[src/rtl/gpio_step_sequencer.sv]
// rtl/gpio_step_sequencer.sv - scripted expect/drive/echo sequencer for a split GPIO bus
//
// Runs a table of steps. Each step waits for the upper bus half to show an
// expected pattern, drives the lower half, then waits for the pad loopback to
// echo the driven value. A per-step timeout and an abort pulse end the script
// early, and the outcome is reported on done/pass/fail_step.
//
// Ports:
//   clock      system clock, rising edge
//   reset      asynchronous active-high reset
//   cfg_we     step-table write strobe (ignored while busy)
//   cfg_addr   step-table write index
//   cfg_wdata  table entry {last, expect[WIDTH-1:0], drive[WIDTH-1:0]}
//   start      one-cycle pulse, runs the script from step 0
//   abort      one-cycle pulse, stops the script
//   gpio_in    pad inputs: [2W-1:W] expect half, [W-1:0] loopback half
//   gpio_out   driven value for the lower half
//   gpio_oe    output enable for the lower half
//   busy       script running
//   done       script finished (sticky until next start)
//   pass       clean completion, valid while done=1
//   fail_step  step index of the last timeout
module gpio_step_sequencer #(
  parameter int WIDTH          = 8,
  parameter int STEPS          = 8,
  parameter int TIMEOUT_CYCLES = 25000,
  localparam int AW            = $clog2(STEPS)
) (
  input  logic               clock,
  input  logic               reset,
  input  logic               cfg_we,
  input  logic [AW-1:0]      cfg_addr,
  input  logic [2*WIDTH:0]   cfg_wdata,
  input  logic               start,
  input  logic               abort,
  input  logic [2*WIDTH-1:0] gpio_in,
  output logic [WIDTH-1:0]   gpio_out,
  output logic               gpio_oe,
  output logic               busy,
  output logic               done,
  output logic               pass,
  output logic [AW-1:0]      fail_step
);

  localparam bit          TO_EN   = (TIMEOUT_CYCLES != 0);
  localparam logic [31:0] TO_LAST = 32'(TIMEOUT_CYCLES - 1);
  localparam logic [AW-1:0] STEP_MAX = AW'(STEPS - 1);

  typedef enum logic [2:0] {
    S_IDLE,
    S_WAIT_EXP,
    S_DRIVE,
    S_ECHO,
    S_FINISH
  } state_t;

  state_t              state;
  logic [2*WIDTH:0]    tbl [STEPS];
  logic [2*WIDTH-1:0]  sync1;
  logic [2*WIDTH-1:0]  sin;
  logic [AW-1:0]       step;
  logic [31:0]         timer;

  logic [2*WIDTH:0]    cur;
  logic                cur_last;
  logic [WIDTH-1:0]    cur_exp;
  logic [WIDTH-1:0]    cur_drv;
  logic                exp_match;
  logic                echo_match;
  logic                to_hit;
  logic [31:0]         timer_inc;

  assign cur        = tbl[step];
  assign cur_last   = cur[2*WIDTH];
  assign cur_exp    = cur[2*WIDTH-1:WIDTH];
  assign cur_drv    = cur[WIDTH-1:0];
  assign exp_match  = (sin[2*WIDTH-1:WIDTH] == cur_exp);
  assign echo_match = (sin[WIDTH-1:0] == gpio_out);
  assign to_hit     = TO_EN && (timer == TO_LAST);
  // Saturating increment so a disabled timeout never sees the counter wrap.
  assign timer_inc  = (timer == 32'hFFFF_FFFF) ? timer : timer + 32'd1;

  // Two-flop synchroniser; all pattern compares use sin.
  always_ff @(posedge clock or posedge reset) begin
    if (reset) begin
      sync1 <= '0;
      sin   <= '0;
    end else begin
      sync1 <= gpio_in;
      sin   <= sync1;
    end
  end

  // Step table; frozen while a script is running.
  always_ff @(posedge clock or posedge reset) begin
    if (reset) begin
      for (int i = 0; i < STEPS; i++) tbl[i] <= '0;
    end else if (cfg_we && !busy) begin
      tbl[cfg_addr] <= cfg_wdata;
    end
  end

  always_ff @(posedge clock or posedge reset) begin
    if (reset) begin
      state     <= S_IDLE;
      step      <= '0;
      timer     <= '0;
      gpio_out  <= '0;
      gpio_oe   <= 1'b0;
      busy      <= 1'b0;
      done      <= 1'b0;
      pass      <= 1'b0;
      fail_step <= '0;
    end else if (abort && state != S_IDLE) begin
      // Abort overrides everything, including a pass already latched.
      state   <= S_IDLE;
      busy    <= 1'b0;
      done    <= 1'b1;
      pass    <= 1'b0;
      gpio_oe <= 1'b0;
    end else begin
      case (state)
        S_IDLE: begin
          if (start && !abort) begin
            step  <= '0;
            timer <= '0;
            busy  <= 1'b1;
            done  <= 1'b0;
            pass  <= 1'b0;
            state <= S_WAIT_EXP;
          end
        end
        S_WAIT_EXP: begin
          if (exp_match) begin
            timer <= '0;
            state <= S_DRIVE;
          end else if (to_hit) begin
            fail_step <= step;
            pass      <= 1'b0;
            state     <= S_FINISH;
          end else begin
            timer <= timer_inc;
          end
        end
        S_DRIVE: begin
          gpio_out <= cur_drv;
          gpio_oe  <= 1'b1;
          state    <= S_ECHO;
        end
        S_ECHO: begin
          if (echo_match) begin
            // The last table slot ends the script even without its last flag.
            if (cur_last || step == STEP_MAX) begin
              pass  <= 1'b1;
              state <= S_FINISH;
            end else begin
              step  <= step + AW'(1);
              timer <= '0;
              state <= S_WAIT_EXP;
            end
          end else if (to_hit) begin
            fail_step <= step;
            pass      <= 1'b0;
            state     <= S_FINISH;
          end else begin
            timer <= timer_inc;
          end
        end
        S_FINISH: begin
          busy    <= 1'b0;
          done    <= 1'b1;
          gpio_oe <= 1'b0;
          state   <= S_IDLE;
        end
        default: state <= S_IDLE;
      endcase
    end
  end

endmodule

[config.mk]
export PLATFORM = sky130hd
export DESIGN_NAME = gpio_step_sequencer
export DESIGN_NICKNAME = d
export VERILOG_FILES = /design/src/rtl/gpio_step_sequencer.sv
export SDC_FILE = /design/constraint.sdc
export NUM_CORES = 1
export LEC_CHECK = 0
export CORE_ASPECT_RATIO = 1.2
export CORE_MARGIN = 4
export CORE_UTILIZATION = 45
export CTS_CLUSTER_DIAMETER = 60
export DETAILED_ROUTE_END_ITERATION = 12
export PLACE_DENSITY = 0.66
export SYNTH_ARGS = -nofsm -noshare
export SYNTH_HDL_FRONTEND = slang
export SYNTH_SLANG_ARGS = --single-unit
[constraint.sdc]
create_clock -name clock -period 10.4 [get_ports clock]
set_input_delay 1.56 -clock clock [delete_from_list [all_inputs] [get_ports clock]]
set_output_delay 1.56 -clock clock [all_outputs]
set_load 0.05 [all_outputs]
-- Word level (Yosys, flattened, before mapping)
Index checks and enable logic that the tools add are counted.
- word-level logic and storage cells: 108
- bits in latches: 0
- ROM bits: 0
- output and inout port bits: 15
- memories kept: 0
- RAM bits: 0
- register bits: 221
- mux-type cells: 42
- reductions and logical operators: 21
- add/subtract/negate cells: 2
- $lt $le $gt $ge: 3
- div/mod/pow operators: 0
- shift-type cells: 0
- equal/unequal tests: 18
- bitwise gates (word level): 3
- $mul: 0
- operators by type and width (cell ; number):
    $mux W32 ; 6
    $bwmux W136 ; 1
    $pmux W32 S3 ; 1
    $bmux W17 S3 ; 1
    $demux W17 S3 ; 1
    $mux W17 ; 3
    $mux W3 ; 12
    $add A32 B1 Y32 const B ; 1
    $eq A32 B15 Y1 const B ; 1
    $eq A32 B32 Y1 const B ; 1
    $eq A8 B8 Y1 ; 2
    $pmux W3 S2 ; 2
    $pmux W3 S4 ; 1
    $reduce_and A4 Y1 ; 3
    $reduce_bool A3 Y1 ; 4
    $mux W1 ; 10
    $ne A2 B2 Y1 const B ; 5
    $ne A3 B3 Y1 const B ; 3
    $ge A4 B4 Y1 const B ; 2
    $not A3 Y4 ; 2
    $eq A3 B2 Y1 const B ; 2
    $eq A3 B3 Y1 const B ; 2
    $pmux W1 S2 ; 3
    $reduce_and A5 Y1 ; 1
    other kinds (13) ; 19

-- Longest topological paths before layout
- word-level depth: 9
- mapped depth: 10
- gate-level depth less buffers: 8

-- Least setup slack after synthesis
Ideal clock, no wire load.
- path kind: input to register
- from: input port cfg_addr[2]
- to: register tbl[34] in the netlist's numbering
- arrival time: 3.191 ns
- slack: 7.084 ns
- cell stages on the path: 4
- required time: 10.275 ns
- library setup time: 0.125 ns
- cell sequence: clkbuf_1 > nor3b_1 > clkbuf_1 > mux2_2
- word-level cells in the longest chain between the ends: 6
- elaborated cells on any way between the ends: 7
- those cells by class: order compare (2); mux (3); bitwise (1); reduce/logical (1)
- RTL lines (item ; RTL line ; text):
    start, declared ; 32 ; input logic [AW-1:0] cfg_addr,
    $not A3 Y4 (not written as such) * ; 99 ; tbl[cfg_addr] <= cfg_wdata;
    $ge A4 B4 Y1 (not written as such) or $lt A4 B1 Y1 (tied branches) ; 99 ;
    $logic_and A1 B1 Y1 (not written as such) ; 99 ;
    $mux W17 (not written as such) ; 99 ;
    $demux W17 S3 * ; 99 ;
    $bwmux W136 * ; 99 ;
    end signal, assigned by index ; 99 ;
    end, declared ; 58 ; logic [2*WIDTH:0] tbl [STEPS];
Mark *: on every way between the ends. The rest lies on a longest branch, timed or not.
A chain may end at the register's enable or synchronous reset.

-- Worst setup path in the final report
- from: register step[0]
- to: register timer[24]
- word-level cells in the longest chain between the ends: 7
- elaborated cells on any way between the ends: 11
- those cells by class: eq/ne (3); mux (5); bitwise (1); reduce/logical (2)
- RTL lines (item ; RTL line ; text):
    start, declared ; 61 ; logic [AW-1:0] step;
    start signal, assigned ; 157 ; step <= step + AW'(1);
    $not A3 Y4 (not written as such) ; 73 ; assign cur = tbl[step];
    $bmux W17 S3 ; 73 ;
    $mux W17 (not written as such) (2 in series) ; 73 ;
    $eq A8 B8 Y1 or $logic_or A1 B1 Y1 (tied branches) ; 77, 153 ;
    $mux W32 or $ne A3 B3 Y1 (tied branches) ; - ;
    $pmux W32 S3 or $reduce_and A4 Y1 (tied branches) ; - ;
    end signal, assigned ; 142 ; timer <= timer_inc;
    end signal, assigned ; 166 ; timer <= timer_inc;
    end, declared ; 62 ; logic [31:0] timer;
Several ways; a longest one is shown, not always the timed one. The select of a mux whose other input is x is not followed.

==> run summary <==
CP Data Arrival Time -> 4.51 ns
Power share of the clock group -> 0.345
Net count, final -> 846
Post-CTS Setup Bufs -> 0
Initial DRC count -> 275
Highest cell delay on the worst timing path -> 0.98 ns
CTS tree -> done
Initial antenna violation count -> 0
DIE AREA -> 24800 um^2
Critical path type -> register to register
Post-DRT Antenna Nets -> 0
Slowest stage cell on the critical path -> nor3_4
Status -> complete, no violations
Syn Area/Cell -> 13.5 um^2
DPL Wire Length -> 13.7 mm
Unrepaired setup endpoints after global routing -> no
Worst-path cell chain -> buf_4 -> mux4_2 -> mux2i_1 -> xor2_1 -> nand4_1 -> o21ba_2 -> nor3_4 -> o21ai_1
Synthesized flop and latch total -> 221
Share of cells above drive strength 1 -> 0.303
Synth area leader -> dfrtp_1
YS warnings -> 0
Core area -> 21900 um^2
Overflow after GRT -> 0
Pint -> 1760 uW
Pwr Density -> 202 nW/um^2
DIE WIDTH -> 144 um
Setup-failing EPs final -> 0
Root Buffer -> clkbuf_16
GR peak layer -> met2
Maximum clock path buffer count -> 3
Synthesized Nets -> 789
Synth Instances -> 745
Clk pin slew, worst setup/hold paths -> 0.06 ns
Post-synth top cells -> 221 x dfrtp_1, 138 x mux2_2, 54 x nor2_1, 40 x nand2_1
Met3 usage -> 0.0289
Max Slew Vio Count -> 0
Initial Util -> 0.460
Required @ worst endpoint -> 10.74 ns
Final worst path period need -> 4.17 ns
Clk Latency, worst-skew pair -> 0.51 ns
Crit path max fanout -> 32
Filler cells -> 1844
Diode count -> 0
Clk_skew -> 0.0112 ns
Sw Share -> 0.252
Pre-antenna DRT Iters -> 4
Startpoint class of the critical path -> register
Number of flops mapped to enable cells by yosys -> 0
# rows -> 59
Port bufs -> 55
TritonCTS buffer count -> 24
Die Ht -> 172 um
Final Power -> 2350 uW
PostCTS Resize Cnt -> 0
Setup TNS -> 0 ns
Final Hold Violating Endpoints -> 0
Drt via density -> 5.66
Worst hold slack -> 0.347 ns
Routed wire length -> 21.8 mm
Area Growth Syn to Fin -> 15.5%
Sinks on Clock Net -> 221
Vias after detailed routing -> 6164
M1 GR Usage -> 0.233
Most numerous cell in the Yosys netlist -> dfrtp_1
Synth area leaders -> dfrtp_1 55%, mux2_2 15%, mux4_2 6.3%
Hold-fix buffers, CTS -> 0
Remaining DRCs -> 0
I/O pins -> 56
Worst IR Drop VDD -> 0.138 mV
Final period util -> 0.401
Seq pwr share -> 0.490
Leakage power total -> 0.00469 uW
Max-cap violations -> 0
H-tree levels -> 1
Maximum number of pins on one net before global-route repair -> 143
Gpl congestion -> 0.818
Routing usage on met2 -> 0.326
WL/cell -> 20.0 um
Psw -> 592 uW
Synth top area share -> 0.550
Fmax -> 240 MHz
Gr usage total -> 0.183
Measured slew at the worst slew-check pin -> 1.24 ns
Most used flip-flop cell after synthesis -> dfrtp_1
Gate power share -> 0.165
Hold Path Class -> register to register
Endpoint class of the critical path -> register
Area of the mapped netlist -> 10100 um^2
Netlist cell types -> 52
First-pass GRT wire length -> 36.0 mm
Asr flop ratio synth -> 1.00
Register area share after synthesis -> 0.550
Vias in the first global route -> 6676
Max_slew headroom -> 0.168
[cells in the final DEF (no fill, tap or decap), types with 13 or more instances in the layout]
cell and n:
xnor2_1 28, nor4_1 13, clkdlybuf4s50_1 55, mux2_2 138, dfrtp_1 220, nor2_1 54
clkbuf_16 25, mux4_2 28, nor3_2 15, nand3_1 17, xor2_1 18, mux2i_1 28
nand2_1 40
[worst max-delay path, delay by kind of cell (launching register included)]
family / cells / cell delay [ns]
xor+xnor: 1 / 0.18
buf+inv: 1 / 0.53
mux: 2 / 0.87
simple gates: 2 / 1.30
flops: 1 / 0.59
compound gates: 2 / 0.52
[registers in the layout, summed over array words and instances, names as in the netlist]
signal,flops
fail_step,3
gpio_oe,1
timer,32
state,3
busy,1
gpio_out,8
sin,16
step,3
pass,1
tbl,136
sync1,16
done,1
[per-stage QoR]
stage / util / std cells / setup slack (ns) / area (um^2)
2_1_floorplan: - / 745 / 2.79 / 10100
3_3_place_gp: 0.498 / 1050 / 6.09 / 10900
3_5_place_dp: 0.498 / 1050 / 5.95 / 10900
4_1_cts: 0.532 / 1090 / 6.15 / 11600
5_1_grt: 0.532 / 1090 / 5.97 / 11600
6_report: 0.532 / 1090 / 6.23 / 11600
[power by group through the flow]
stage               sequential (uW)  combinational [uW]  clock, uW
global placement               1150                 373          0
global route                   1180                 430        871
CTS                            1150                 396        835
floorplan                      1150                 292          0
detailed placement             1170                 393          0
finish                         1150                 388        812
[per-layer routing]
metal / routed length (um) / vias to the layer above / part of all wire
met4: 424 / 0 / 0.019
met5: 0 / - / 0
met3: 775 / 31 / 0.035
met1: 9120 / 3210 / 0.42
li1: - / 2803 / -
met2: 11500 / 120 / 0.53
[path summary, 6_finish.rpt]
| path | startpoint | end | slack [ns] | cells past startpoint |
|---|---|---|---|---|
| hold reg to reg | sync1[3]$_DFF_PP0_ | sin[3]$_DFF_PP0_ | 0.35 | 0 |
| setup reg to reg | step[0]$_DFFE_PP0P_ | timer[24]$_DFFE_PP0P_ | 6.23 | 8 |
| max in group asynchronous | reset | step[0]$_DFFE_PP0P_ | 7.07 | 3 |
| min in group asynchronous | reset | sync1[10]$_DFF_PP0_ | 1.68 | 2 |
| hold / removal | sync1[3]$_DFF_PP0_ | sin[3]$_DFF_PP0_ | 0.35 | 0 |
| setup / recovery | step[0]$_DFFE_PP0P_ | timer[24]$_DFFE_PP0P_ | 6.23 | 8 |
[cells by family after synthesis]
| kind of cell | Yosys count | synth area share |
|---|---|---|
| adders and majority gates | 3 | 0.00373 |
| muxes | 196 | 0.247 |
| and+or+nand+nor | 199 | 0.113 |
| buffers and inverters | 47 | 0.0231 |
| DFF | 221 | 0.550 |
| AOI/OAI and AO/OA | 33 | 0.0234 |
| xor gates and xnor gates | 46 | 0.0400 |
[area by class of cell]
type / count / area (um^2) / area share
Timing Repair Buffer: 67 / 641 / 0.0551
Clock buffer: 32 / 672 / 0.0578
Sequential cell: 221 / 5530 / 0.476
Inverter: 11 / 48.8 / 0.00420
Multi-Input combinational cell: 477 / 4310 / 0.371
Tap cell: 274 / 343 / 0.0295
Clock inverter: 8 / 75.1 / 0.00646
Power figures use the tool's default switching activity.
